==> src/rtl/tl45_pkg.sv <==
// Shared constants and types for the TL45 register-file slice.
package tl45_pkg;

    localparam int NUM_REGS = 16;
    localparam int REG_AW   = 4;
    localparam int XLEN     = 32;

    typedef logic [REG_AW-1:0] reg_addr_t;
    typedef logic [XLEN-1:0]   word_t;

endpackage

==> src/rtl/tl45_dprf_if.sv <==
// Register-read / writeback / scoreboard signal bundle between the pipeline and tl45_dprf.
interface tl45_dprf_if;
    import tl45_pkg::*;

    logic                  i_pipe_stall;
    logic                  i_pipe_flush;
    reg_addr_t             i_read_a1;
    reg_addr_t             i_read_a2;
    word_t                 o_d1;
    word_t                 o_d2;
    reg_addr_t             i_dprf_setbusy;
    reg_addr_t             i_wb_reg;
    word_t                 i_wb_data;
    logic [NUM_REGS-2:0]   o_busylist;
    logic                  o_sb_overflow;

    modport master (
        output i_pipe_stall, i_pipe_flush, i_read_a1, i_read_a2,
               i_dprf_setbusy, i_wb_reg, i_wb_data,
        input  o_d1, o_d2, o_busylist, o_sb_overflow
    );

    modport slave (
        input  i_pipe_stall, i_pipe_flush, i_read_a1, i_read_a2,
               i_dprf_setbusy, i_wb_reg, i_wb_data,
        output o_d1, o_d2, o_busylist, o_sb_overflow
    );

endinterface

==> src/rtl/tl45_dprf_busy_counter.sv <==
// Saturating pending-write counter for one architectural register, with sticky overflow flag.
module tl45_busy_counter #(
    parameter int PEND_W = 2
) (
    input  logic i_clk,
    input  logic i_reset,
    input  logic set_i,
    input  logic clr_i,
    input  logic flush_i,
    output logic busy_o,
    output logic ovf_o
);

    localparam logic [PEND_W-1:0] CNT_MAX = '1;

    logic [PEND_W-1:0] cnt_q, cnt_d;
    logic              ovf_q, ovf_d;

    // NOTE: every always_comb output gets a default first so no path leaves it unassigned (no latch).
    always_comb begin
        cnt_d = cnt_q;
        ovf_d = ovf_q;
        if (flush_i) begin
            cnt_d = '0;
        end else if (set_i && !clr_i) begin
            if (cnt_q == CNT_MAX) ovf_d = 1'b1;
            else                  cnt_d = cnt_q + 1'b1;
        end else if (clr_i && !set_i) begin
            // A writeback with nothing pending is a stray and is simply ignored.
            if (cnt_q != '0) cnt_d = cnt_q - 1'b1;
        end
    end

    // NOTE: sequential state uses non-blocking assignment so all flops update from pre-edge values.
    always_ff @(posedge i_clk) begin
        if (!i_reset) begin
            cnt_q <= '0;
            ovf_q <= 1'b0;
        end else begin
            cnt_q <= cnt_d;
            ovf_q <= ovf_d;
        end
    end

    assign busy_o = (cnt_q != '0);
    assign ovf_o  = ovf_q;

endmodule

==> src/rtl/tl45_dprf.sv <==
// TL45 dual-read, single-write register file with write-through reads and pending-write scoreboard.
module tl45_dprf
    import tl45_pkg::*;
#(
    parameter int PEND_W = 2
) (
    input  logic        i_clk,
    input  logic        i_reset,
    tl45_dprf_if.slave  bus
);

    word_t regs_q [1:NUM_REGS-1];
    word_t regs_d [1:NUM_REGS-1];

    logic [NUM_REGS-1:1] set_vec;
    logic [NUM_REGS-1:1] clr_vec;
    logic [NUM_REGS-1:1] busy_vec;
    logic [NUM_REGS-1:1] ovf_vec;
    logic                setbusy_ok;

    always_comb begin
        regs_d = regs_q;
        if (bus.i_wb_reg != '0) regs_d[bus.i_wb_reg] = bus.i_wb_data;
    end

    // NOTE: the whole array is cleared on reset because software may read any register right after it.
    always_ff @(posedge i_clk) begin
        if (!i_reset) begin
            for (int k = 1; k < NUM_REGS; k++) regs_q[k] <= '0;
        end else begin
            regs_q <= regs_d;
        end
    end

    // Writeback data is forwarded so the read stage sees it in the same cycle it is written.
    always_comb begin
        bus.o_d1 = '0;
        if (bus.i_read_a1 == '0)                bus.o_d1 = '0;
        else if (bus.i_read_a1 == bus.i_wb_reg) bus.o_d1 = bus.i_wb_data;
        else                                    bus.o_d1 = regs_q[bus.i_read_a1];
    end

    always_comb begin
        bus.o_d2 = '0;
        if (bus.i_read_a2 == '0)                bus.o_d2 = '0;
        else if (bus.i_read_a2 == bus.i_wb_reg) bus.o_d2 = bus.i_wb_data;
        else                                    bus.o_d2 = regs_q[bus.i_read_a2];
    end

    assign setbusy_ok = !bus.i_pipe_stall && !bus.i_pipe_flush;

    for (genvar k = 1; k < NUM_REGS; k++) begin : g_sb
        assign set_vec[k] = setbusy_ok && (bus.i_dprf_setbusy == reg_addr_t'(k));
        assign clr_vec[k] = (bus.i_wb_reg == reg_addr_t'(k));

        tl45_busy_counter #(
            .PEND_W (PEND_W)
        ) u_cnt (
            .i_clk   (i_clk),
            .i_reset (i_reset),
            .set_i   (set_vec[k]),
            .clr_i   (clr_vec[k]),
            .flush_i (bus.i_pipe_flush),
            .busy_o  (busy_vec[k]),
            .ovf_o   (ovf_vec[k])
        );
    end

    assign bus.o_busylist    = busy_vec;
    assign bus.o_sb_overflow = |ovf_vec;

endmodule
==> src/flat_wrapper.sv <==
// flat-port wrapper written by rule: the top's interface ports become plain ports
module tl45_dprf_flat import tl45_pkg::*;
#(
    parameter int PEND_W = 2
)
  (i_clk, i_reset, bus_i_pipe_stall, bus_i_pipe_flush, bus_i_read_a1, bus_i_read_a2, bus_i_dprf_setbusy, bus_i_wb_reg, bus_i_wb_data, bus_o_d1, bus_o_d2, bus_o_busylist, bus_o_sb_overflow);
  tl45_dprf_if bus_i ();
  input  logic i_clk;
  input  logic i_reset;
  input wire logic [$bits(bus_i.i_pipe_stall)-1:0] bus_i_pipe_stall;
  input wire logic [$bits(bus_i.i_pipe_flush)-1:0] bus_i_pipe_flush;
  input wire logic [$bits(bus_i.i_read_a1)-1:0] bus_i_read_a1;
  input wire logic [$bits(bus_i.i_read_a2)-1:0] bus_i_read_a2;
  input wire logic [$bits(bus_i.i_dprf_setbusy)-1:0] bus_i_dprf_setbusy;
  input wire logic [$bits(bus_i.i_wb_reg)-1:0] bus_i_wb_reg;
  input wire logic [$bits(bus_i.i_wb_data)-1:0] bus_i_wb_data;
  output wire logic [$bits(bus_i.o_d1)-1:0] bus_o_d1;
  output wire logic [$bits(bus_i.o_d2)-1:0] bus_o_d2;
  output wire logic [$bits(bus_i.o_busylist)-1:0] bus_o_busylist;
  output wire logic [$bits(bus_i.o_sb_overflow)-1:0] bus_o_sb_overflow;
  assign bus_i.i_pipe_stall = bus_i_pipe_stall;
  assign bus_i.i_pipe_flush = bus_i_pipe_flush;
  assign bus_i.i_read_a1 = bus_i_read_a1;
  assign bus_i.i_read_a2 = bus_i_read_a2;
  assign bus_i.i_dprf_setbusy = bus_i_dprf_setbusy;
  assign bus_i.i_wb_reg = bus_i_wb_reg;
  assign bus_i.i_wb_data = bus_i_wb_data;
  assign bus_o_d1 = bus_i.o_d1;
  assign bus_o_d2 = bus_i.o_d2;
  assign bus_o_busylist = bus_i.o_busylist;
  assign bus_o_sb_overflow = bus_i.o_sb_overflow;
  tl45_dprf #(.PEND_W(PEND_W)) u_core (.i_clk(i_clk), .i_reset(i_reset), .bus(bus_i));
endmodule
==> config.mk <==
export PLATFORM = sky130hd
export DESIGN_NAME = tl45_dprf_flat
export DESIGN_NICKNAME = d
export VERILOG_FILES = /design/src/rtl/tl45_pkg.sv /design/src/rtl/tl45_dprf_if.sv /design/src/rtl/tl45_dprf_busy_counter.sv /design/src/rtl/tl45_dprf.sv /design/src/flat_wrapper.sv
export SDC_FILE = /design/constraint.sdc
export NUM_CORES = 1
export LEC_CHECK = 0
export CORE_ASPECT_RATIO = 2
export CORE_MARGIN = 10
export CORE_UTILIZATION = 30
export DETAILED_ROUTE_END_ITERATION = 10
export SYNTH_ARGS = -nofsm -noshare
export SYNTH_HDL_FRONTEND = slang
export SYNTH_SLANG_ARGS = --single-unit
==> constraint.sdc <==
create_clock -name i_clk -period 9.9 [get_ports i_clk]
set_input_delay 2.97 -clock i_clk [delete_from_list [all_inputs] [get_ports i_clk]]
set_output_delay 2.97 -clock i_clk [all_outputs]
set_load 0.005 [all_outputs]
## Word-level counts from Yosys, hierarchy flattened

Cells that the tools add are included.

- Register bits after elaboration: 525
- Word-level logic and storage cells: 378
- Output and inout port bits: 80
- Bits of input ports: 52

- Bitwise gates (word level): 5
- Reductions and logical operators: 159
- Add/subtract/negate cells: 30
- Order comparisons: 4
- Equal/unequal tests: 62
- Multiplexer cells: 73

Operator list:

| cell | count |
|---|---|
| 480-bit bitwise mux | 1 |
| 32-bit 2-to-1 mux | 9 |
| 32-bit binary-select mux with 4-bit select | 2 |
| 32-bit demux with 4-bit select | 1 |
| 2-bit 2-to-1 mux | 60 |
| 3-bit AND reduction | 30 |
| 2-bit nonzero test | 45 |
| 4-bit equality test, second input constant | 16 |
| 1-bit logical AND | 47 |
| 4-bit by 3-bit equality test with 1-bit output, second input constant | 8 |
| 1-bit logical NOT | 32 |
| 2-bit by 1-bit adder with 2-bit output, second input constant | 15 |
| 2-bit equality test, second input constant | 15 |
| 2-bit != test, second input constant | 15 |
| 2-bit by 1-bit subtractor with 2-bit output, second input constant | 15 |
| 4-bit by 2-bit equality test with 1-bit output, second input constant | 4 |
| 5-bit >= comparator, second input constant | 3 |
| 4-bit inverter with 5-bit output | 3 |
| 15-bit OR reduction | 1 |
| 4-bit by 1-bit equality test with 1-bit output, second input constant | 2 |
| 4-bit equality test | 2 |
| 4-bit logical NOT | 2 |
| 5-bit by 1-bit < comparator with 1-bit output, second input constant | 1 |
| 4-bit nonzero test | 1 |
| other kinds (2) | 3 |

## Longest topological paths before layout

- Depth in word-level cells: 7
- Gate-level depth with buffers: 8
- Gate-level depth less buffers: 4

## By module

A second synthesis with hierarchy kept.

- Cell total of the unflattened synthesis: 3249
- Area, all modules: 28633.7 µm²

Modules (own cells, without submodules):

| module | cells an instance | times used | area each (µm²) | seq. area each (µm²) |
|---|---|---|---|---|
| tl45_dprf | 2979 | 1 | 26287.7 | 9609.2 |
| tl45_busy_counter | 18 | 15 | 156.4 | 60.1 |

## Least setup slack after synthesis

No wires, ideal clock.

- Kind: input to output
- Start: in bus_i_read_a1[1]
- End: out bus_o_d1[10]
- Buffers on the path: 3
- Data arrival time: 4.333 ns
- Path slack: 2.597 ns
- Data required time: 6.930 ns
- Cell stages on the path: 7
- Cell sequence: buf_4 buf_2 buf_2 mux2i_1 o22ai_1 a2111oi_0 a21oi_1

- Word-level cells in the longest chain between the ends: 6
- Elaborated cells on any way between the ends: 8
- Classes of those cells: 1 x eq/ne; 5 x mux; 1 x bitwise; 1 x reduce/logical

Ends and longest elaborated chain:

| item | RTL line | source |
|---|---|---|
| start: declaration | flat_wrapper.sv:12 | `input wire logic [$bits(bus_i.i_read_a1)-1:0] bus_i_read_a1;` |
| 4-bit inverter with 5-bit output (not written as such) | tl45_dprf.sv:40 | `else bus.o_d1 = regs_q[bus.i_read_a1];` |
| 32-bit binary-select mux with 4-bit select | tl45_dprf.sv:40 |  |
| 32-bit 2-to-1 mux (not written as such) (2 in series) | tl45_dprf.sv:40 |  |
| 32-bit 2-to-1 mux | tl45_dprf.sv:39 | `else if (bus.i_read_a1 == bus.i_wb_reg) bus.o_d1 = bus.i_wb_data;` |
| 32-bit 2-to-1 mux * | tl45_dprf.sv:38 | `if (bus.i_read_a1 == '0) bus.o_d1 = '0;` |
| end: declaration | flat_wrapper.sv:17 | `output wire logic [$bits(bus_i.o_d1)-1:0] bus_o_d1;` |

Every way passes the cells marked *; elsewhere a longest branch is shown, timed or not. The select of a mux whose other input is x is not followed.

## Worst setup path in the final report

- Start: in bus_i_read_a1[0]
- End: out bus_o_d1[21]

Same word-level chain as after synthesis.

==> metrics.md <==
| Metric | Value |
|---|---|
| Design Power | `4.89 mW` |
| Req. time, crit path | `6.93 ns` |
| Post-Synthesis Net Count | `3,468` |
| Setup repair after global routing missed its margin | `no` |
| Ratio of routed vias to standard cells | `around 5.7` |
| Worst setup slack after layout | `0.760 ns` |
| GRT Residual Overflow | `0` |
| Antenna violation net count after detailed routing | `0` |
| Setup total negative slack | `0 ns` |
| Final critical-path share of the clock period | `between 90% and 100%` |
| Leading area contributor after synthesis | `dfxtp_1` |
| Hold Vio Cnt, Final | `0` |
| Layout Area Growth over Synthesis | `12.8%` |
| Register-to-register setup slack | `8.75 ns` |
| Layout cells sized above 1 | `roughly 14%` |
| Netlist Area Pre-Place | `approximately 0.029 mm²` |
| Outcome | `finished clean` |
| Sink of the worst hold path | `u_core.g_sb[1].u_cnt.ovf_o` |
| Worst supply voltage drop on vdd | `0.000138 V` |
| Maximum fanout along the worst path | `22` |
| Syn Inst Count | `between 3,000 and 4,000` |
| Library cells used by synthesis | `slightly above 50` |
| Max clock buf depth | `3` |
| DRC errors left | `0` |
| Pin count of the biggest net entering global routing | `195` |
| Kind of start point of the critical path | `primary input` |
| Depth of the most critical reg-to-reg path | `3` |
| Die outline width | `241 µm` |
| Floorplan die area | `0.112 mm²` |
| Number of placed cells counting well taps | `4,492` |
| Root buffer cell | `clkbuf_16` |
| Capture instance of the worst register-to-register path | `u_core.g_sb[9].u_cnt.cnt_q[0]` |
| Clock-pin slew on the worst setup and hold paths | `around 0.060 ns` |
| Tightest Pin Transition | `1.15 ns` |
| Count of buffers inserted at the top-level ports | `between 100 and 150` |
| Vias post-DR | `26,000` |
| Global-route usage over all layers | `roughly a fifth` |
| Reported leakage power | `between 10 and 15 nW` |
| Setup CP Type | `primary input to output port` |
| CTS Sinks | `525` |
| Global-route wire length before repair | `171,000 µm` |
| Num ports | `between 100 and 150` |
| Post-synth EDFFs | `0` |
| Final-report max-slew violation count | `0` |
| Clock latency reported for the late side of the worst-skew pair | `0.63 ns` |
| Initial core utilization | `30.2%` |
| Final setup fails | `0` |
| Share of async-settable or async-resettable flops after synthesis | `0%` |
| Routed len/inst | `25.2 µm` |
| Final Util | `34.1%` |
| Hold-critical path depth | `1` |
| Number of iterations in the first detailed-routing pass | `5` |
| Setup Slack @ Placement | `0.862 ns` |
| Beginning of the worst register-to-register path | `u_core.g_sb[9].u_cnt.cnt_q[1]` |
| Per-instance average area after synthesis | `roughly 8.6 µm²` |
| TritonCTS Buffers | `a little under 50` |
| Leading register cell type out of synthesis | `dfxtp_1` |
| Post-route minimum period | `9.14 ns` |
| Number of synthesis warnings | `0` |
| Die extent in y | `463 µm` |
| Arrival time of the worst setup path | `about 6.2 ns` |
| Total of flip-flops plus latches after synthesis | `approximately 530` |
| Via count of the first global-routing pass | `about 26,000` |
| Worst clock skew | `around 0.006 ns` |
| Tightest slew margin relative to the limit | `23.0%` |
| Number of antenna violations at the first check in global routing | `12` |
| RePlAce Congestion | `approximately 0.85` |
| Number of standard cells in the layout, taps in and fillers out | `4,584` |
| PwrDens | `147 mW/mm²` |
| Sequential-to-total area share from yosys stat | `35.8%` |
| Critical path endpoint category | `output port` |
| TritonCTS clock tree | `yes` |
| DRC violation total after the first TritonRoute iteration | `2,370` |
| # H-tree levels | `2` |
| PostCTS Resize Cnt | `0` |
| Hold-fix buffer count after cts | `0` |
| Synth area leaders | `dfxtp_1, nand2_1, a21boi_0` |
| Max-cap check violation count | `0` |
| Area share of the largest cell type after synthesis | `35.8%` |
| Post-DP HPWL | `just over 70,000 µm` |
| Post-CTS Setup Bufs | `0` |
| Routed wire length | `115,000 µm` |
| Maximum clock frequency | `109 MHz` |
| Kind of path behind the tightest hold check | `flip-flop to flip-flop` |
| Final layout net count | `3,365` |
| Number of cell rows | `around 160` |
| Area of the core | `0.0973 mm²` |
| Hold Path Origin | `u_core.g_sb[1].u_cnt.ovf_o` |
[metrics by stage]
step                instance area, µm²  hold slack [ns]
finish                           33200            0.464
global route                     33100            0.489
global placement                 31400            0.450
detailed placement               31400            0.453
CTS                              33100            0.468
floorplan                        29400            0.441
[worst max-delay path, stage by stage]
cell,delay (ns)
buf_2,0.62
or3b_2,0.50
buf_4,0.45
o22ai_1,0.15
a2111oi_0,0.70
a21oi_1,0.24
clkdlybuf4s50_1,0.51
[synth_stat cells, drive strengths merged (14+ instances only)]
cell     instances
a211oi          58
and2            14
o22ai           64
dfxtp          525
a31oi           14
a21oi           80
nor2b           16
o21ai           97
a21boi         480
mux4           128
buf            191
a2111oi         21
nor2            26
nand4           15
mux2i          149
a22o            42
or2             16
nand2         1046
mux2           107
nor3            20
clkbuf         199
[layer usage]
metal	vias up	GRT usage, %	wire, µm
li1	11700	-	-
met1	12600	22.7	43000
met2	1194	34.2	56100
met3	441	3.81	8280
met4	20	13.4	7990
met5	-	0	138
[cells in the final DEF (no fill, tap or decap), types with 17 or more instances in the layout]
cell and n:
nand2_1 1046, dfxtp_1 525, a21boi_0 469, mux2i_1 149, mux4_2 128, clkdlybuf4s50_1 122
mux2_2 107, buf_4 102, o21ai_0 93, a21oi_1 80, o22ai_1 64, a211oi_1 58
clkbuf_16 50, a22o_1 42, nor2_1 24, a2111oi_0 21, nor3_1 17
[power by group]
| group | total [mW] | switching [mW] | internal (mW) |
|---|---|---|---|
| Combinational | 0.593 | 0.368 | 0.225 |
| Sequential | 2.18 | 0.0310 | 2.15 |
| Clock | 2.11 | 0.915 | 1.19 |
[cell type report]
class	count	area [µm²]
clock buffers	68	1430
diodes	3	7.51
multi-input cells	2501	17200
well taps	1230	1540
flip-flops and latches	525	10500
fillers	9910	64100
repair buffers	236	2160
clock inverters	21	312
[cell families (layout without fill, tap and decap cells)]
group	Yosys count	after routing	share of synthesized area [%]
simple gates	1227	1227	17.6
xor+xnor	8	8	0.238
compound gates	882	882	21.0
flops	525	525	35.8
other cells	0	3	0
mux	384	384	19.0
buf+inv	390	325	6.40
[worst max-delay path by stage]
stage / start / endpoint / cells after the start
2_1_floorplan: bus_i_read_a1[1] / bus_o_d1[10] / 7
3_3_place_gp: bus_i_read_a1[0] / bus_o_d1[21] / 7
3_5_place_dp: bus_i_read_a1[0] / bus_o_d1[21] / 7
4_1_cts: bus_i_read_a1[0] / bus_o_d1[21] / 7
5_1_grt: bus_i_read_a1[0] / bus_o_d1[21] / 7
6_report: bus_i_read_a1[0] / bus_o_d1[21] / 7
[registers in the layout (all words and copies together), names as in the netlist]
name / cells
u_core.g_sb.u_cnt.cnt_q: 30
u_core.g_sb.u_cnt.ovf_o: 15
u_core.regs_q: 480
Note: power is estimated with default switching activity, not from simulation.
